==> src/rtl/fpga_robots_game_tmarb.sv <==
// Two-port arbiter for the shared tile-map memory: game play (A) and host debug (B).
// A normally wins contention; B is forced through after STARVE consecutive losses.
module fpga_robots_game_tmarb #(
   parameter int unsigned RD_LAT = 1,
   parameter int unsigned STARVE = 4
) (
   input  logic        clk,
   input  logic        rst,
   input  logic        a_req,
   input  logic [12:0] a_adr,
   input  logic [7:0]  a_wrt,
   input  logic        a_wen,
   output logic        a_gnt,
   output logic [7:0]  a_red,
   output logic        a_vld,
   input  logic        b_req,
   input  logic [12:0] b_adr,
   input  logic [7:0]  b_wrt,
   input  logic        b_wen,
   output logic        b_gnt,
   output logic [7:0]  b_red,
   output logic        b_vld,
   output logic [12:0] tm_adr,
   output logic [7:0]  tm_wrt,
   output logic        tm_wen,
   input  logic [7:0]  tm_red
);

   typedef enum logic [1:0] {StIdle, StGnt, StWait, StRet} state_e;

   localparam logic [3:0] StarveLim = 4'(STARVE);
   localparam logic [1:0] WaitLast  = 2'(RD_LAT - 1);

   state_e      state_q;
   logic [3:0]  lose_q;
   logic [1:0]  wcnt_q;
   logic        win_b_q;
   logic        a_gnt_q, b_gnt_q, a_vld_q, b_vld_q, tm_wen_q;
   logic [7:0]  a_red_q, b_red_q, tm_wrt_q;
   logic [12:0] tm_adr_q;
   logic        any_req, pick_b;

   assign any_req = a_req | b_req;
   assign pick_b  = b_req & (~a_req | (lose_q >= StarveLim));

   always_ff @(posedge clk or negedge rst) begin
      if (!rst) begin
         state_q  <= StIdle;
         lose_q   <= '0;
         wcnt_q   <= '0;
         win_b_q  <= 1'b0;
         a_gnt_q  <= 1'b0;
         b_gnt_q  <= 1'b0;
         a_vld_q  <= 1'b0;
         b_vld_q  <= 1'b0;
         a_red_q  <= '0;
         b_red_q  <= '0;
         tm_adr_q <= '0;
         tm_wrt_q <= '0;
         tm_wen_q <= 1'b0;
      end else begin
         a_gnt_q <= 1'b0;
         b_gnt_q <= 1'b0;
         a_vld_q <= 1'b0;
         b_vld_q <= 1'b0;
         unique case (state_q)
            StIdle: begin
               if (any_req) begin
                  win_b_q  <= pick_b;
                  a_gnt_q  <= ~pick_b;
                  b_gnt_q  <= pick_b;
                  tm_adr_q <= pick_b ? b_adr : a_adr;
                  tm_wrt_q <= pick_b ? b_wrt : a_wrt;
                  tm_wen_q <= pick_b ? b_wen : a_wen;
                  if (pick_b) begin
                     lose_q <= '0;
                  end else if (b_req && lose_q != 4'hF) begin
                     lose_q <= lose_q + 4'd1;
                  end
                  state_q <= StGnt;
               end
            end
            StGnt: begin
               // tm_wen_q still holds the latched direction of this access
               tm_wen_q <= 1'b0;
               wcnt_q   <= '0;
               state_q  <= tm_wen_q ? StIdle : StWait;
            end
            StWait: begin
               if (wcnt_q == WaitLast) begin
                  if (win_b_q) begin
                     b_red_q <= tm_red;
                     b_vld_q <= 1'b1;
                  end else begin
                     a_red_q <= tm_red;
                     a_vld_q <= 1'b1;
                  end
                  state_q <= StRet;
               end else begin
                  wcnt_q <= wcnt_q + 2'd1;
               end
            end
            StRet: begin
               state_q <= StIdle;
            end
            default: begin
               state_q <= StIdle;
            end
         endcase
      end
   end

   assign a_gnt  = a_gnt_q;
   assign b_gnt  = b_gnt_q;
   assign a_vld  = a_vld_q;
   assign b_vld  = b_vld_q;
   assign a_red  = a_red_q;
   assign b_red  = b_red_q;
   assign tm_adr = tm_adr_q;
   assign tm_wrt = tm_wrt_q;
   assign tm_wen = tm_wen_q;

endmodule

==> config.mk <==
export PLATFORM = sky130hd
export DESIGN_NAME = fpga_robots_game_tmarb
export DESIGN_NICKNAME = d
export VERILOG_FILES = /design/src/rtl/fpga_robots_game_tmarb.sv
export SDC_FILE = /design/constraint.sdc
export NUM_CORES = 1
export LEC_CHECK = 0
export BUFFER_PORTS_ARGS = -buffer_cell sky130_fd_sc_hd__buf_4
export CORE_ASPECT_RATIO = 0.9
export CORE_MARGIN = 10
export CORE_UTILIZATION = 48
export CTS_CLUSTER_DIAMETER = 80
export DETAILED_ROUTE_END_ITERATION = 12
export HOLD_SLACK_MARGIN = 0.03
export MAX_ROUTING_LAYER = met4
export PLACE_DENSITY_LB_ADDON = 0.3
export SLEW_MARGIN = 0
export SYNTH_ARGS = -nofsm -noshare
export SYNTH_HDL_FRONTEND = slang
export SYNTH_SLANG_ARGS = --single-unit
==> constraint.sdc <==
create_clock -name clk -period 2.1 [get_ports clk]
set_input_delay 0.315 -clock clk [delete_from_list [all_inputs] [get_ports clk]]
set_output_delay 0.315 -clock clk [all_outputs]
set_load 0.01 [all_outputs]
==> qor.csv <==
metric,value,unit
status,completed,
"Cell Area, Synth",2410,um^2
root buf cell,clkbuf_8,
final wirelength,7080,um
setup tns final,0,ns
ys flop type,dfrtp_1,
ys async rst share,100,%
drc violations,0,
Post-Syn Nets,273,
Commonest cells post-synth,"dfrtp_1, nand3_1, nand4_1, o2111ai_1, o21ai_0",
maximum VDD drop,556,uV
Placed Cells,357,
"FF+latch count, synth",51,
IO Count,98,
Cell variety after synth,39,
pre-CTS setup slack,0.176,ns
CTS Buf Count,5,
Core ar.,4860,um^2
die area,8260,um^2
port buffer count,97,
Critical-path top delay cell,dfrtp_1,
global-route wire length before repair,11400,um
n_diodes,0,
"area leader, netlist",dfrtp_1,
Leak,1.51,nW
Layout area overhead,35.2,%
Max H-tree Level,2,
via/cell ratio,5.82,
"Avg Cell Area, Syn",11.2,um^2
CP endpoint kind,flip-flop,
share of post-route cells with drive strength above 1,39.3,%
initial antenna violation count,0,
Worst-Skew Late Latency,0.31,ns
cell with the most instances after synthesis,dfrtp_1,
Ys Warns,0,
worst reg2reg path endpoint,a_red[5],
die span in y,87.2,um
initial cell density of the core,49.5,%
Worst EP arrival,1.91,ns
clk sinks,51,
Slew Limit Headroom,16.7,%
WL/cell,19.4,um
pins over their slew limit,0,
FF-to-FF Start,wcnt_q[0],
final clock skew,0.00440,ns
Global Route Usage Sum,17.4,%
residual antenna-violating net count after detailed routing,0,
post-cts sizing count,0,
CTS tree,done,
final layout net count,357,
Starting DRT DRC Count,144,
min Tclk post-route,1.72,ns
Clock Pin Slew Worst Setup and Hold Paths,0.09,ns
DR vias,2123,
critical setup path kind,reg2reg,
Hold Crit Class,in2async,
PD cells,1400,nW/um^2
First-pass DRT Iterations,5,
final hold vios,0,
post-CTS setup repair buffer count,0,
Worst R2R Path Depth,5,
post-route setup slack,0.381,ns
top post-synthesis cells by area,"dfrtp_1, o2111ai_1, mux2_1, nand4_1, nand3_1",
crit-path cells,inv_1 > ha_1 > nand3b_1 > nor2_4 > mux2_1,
Setup-failing EPs final,0,
GRT overflow,0,
fin util,67.0,%
die width,94.7,um
worst slew pin tran,1.24,ns
"Largest stage delay, worst path",0.42,ns
area share of the largest cell type after synthesis,53.0,%
Final Power,4.56,mW
Max Clock Freq,582,MHz
cts hold-fix bufs,0,
maximum root-to-sink buffer count,2,
RSZ-0062 raised after global routing,false,
HPWL Detailed,5050,um
crit start category,flip-flop,
RePlAce Congestion,0.804,
row count,24,
flop2flop setup slack,0.38,ns
post-synthesis sequential area ratio,53.0,%
Max Cap Viol,0,
Post-Layout Cell Count,365,
Post-synth EDFFs,0,
fin crit share,81.8,%
Mapped Cells,215,
number of global-route vias before repair,2275,
critical-path maximum fanout,9,
# fillers,395,
largest net degree at the start of global routing,52,
required time of the critical path,2.30,ns
-- per-stage QoR --
step	hold slack [ns]	cell area (um^2)
6_report	0.0228	3260
5_1_grt	0.0688	3260
4_1_cts	0.0502	3260
3_5_place_dp	0.388	3120
3_3_place_gp	0.379	3120
2_1_floorplan	0.0194	2410
-- report_power, final --
| group | internal, mW | switching (mW) | leakage, nW | total (mW) |
|---|---|---|---|---|
| Combinational | 0.951 | 1.08 | 0.815 | 2.03 |
| Clock | 0.475 | 0.342 | 0.0644 | 0.817 |
| Sequential | 1.42 | 0.286 | 0.633 | 1.70 |
-- cell families after synthesis --
group                      after synthesis  share of synthesized area (%)
DFF                                     51                           53.0
muxes                                   17                           7.94
adders and majority gates                2                           1.04
and+or+nand+nor                         61                           15.8
buffers and inverters                   28                           5.76
AOI/OAI and AO/OA                       56                           16.5
-- worst max-delay path, delay by kind of cell, from the launching register on --
kind,cells,cell delay [ns]
adders and majority gates,1,0.28
buffers and inverters,1,0.07
DFF,1,0.42
muxes,1,0.36
and+or+nand+nor,2,0.47
-- registers in the layout, summed over array words and instances, names as in the netlist, 2 cells and up, named ones only --
| name | flops |
|---|---|
| a_red | 8 |
| lose_q | 4 |
| wcnt_q | 2 |
| tm_wrt | 8 |
| b_red | 8 |
| tm_adr | 13 |
-- worst max-delay path by stage --
stage	startpoint	to	slack, ns	cells after the start
global placement	a_req	lose_q[0]	0.32	4
floorplan	wcnt_q[0]	a_red[0]	0.60	5
global route	flip-flop	tm_wrt[3]	0.26	4
detailed placement	a_req	tm_wrt[3]	0.18	4
CTS	wcnt_q[0]	a_red[2]	0.37	5
finish	wcnt_q[0]	a_red[5]	0.38	5
-- final cells by class --
type	count	area [um^2]	area share (%)
flip-flops and latches	51	1280	39.2
multi-input cells	136	995	30.5
repair buffers	100	751	23.0
well taps	65	81.3	2.50
clock buffers	5	68.8	2.11
clock inverters	3	67.6	2.07
inverters	5	18.8	0.576
-- layout by cell type (no fill, tap or decap), types with 2 or more instances in the layout --
cell type | netlist | layout
buf_4 | 2 | 100
dfrtp_1 | 51 | 51
o2111ai_1 | 21 | 21
nand4_1 | 21 | 21
nand3_1 | 21 | 21
o21ai_0 | 20 | 20
mux2_1 | 16 | 16
clkbuf_8 | 0 | 5
o21ai_1 | 4 | 4
inv_1 | 3 | 3
nand2_1 | 3 | 3
nor2_1 | 3 | 3
nor2_4 | 2 | 2
inv_2 | 2 | 2
nand2b_1 | 2 | 2
a21oi_1 | 2 | 2
ha_1 | 2 | 2
bufinv_16 | 0 | 2
-- per-layer routing --
layer	wire (um)	part of all wire (%)	track usage [%]
met5	0	0	-
met4	72	1.0	3.67
met3	580	8.2	5.78
met2	3460	49	28.6
met1	2960	42	20.5
Note: power is estimated with default switching activity, not from simulation.
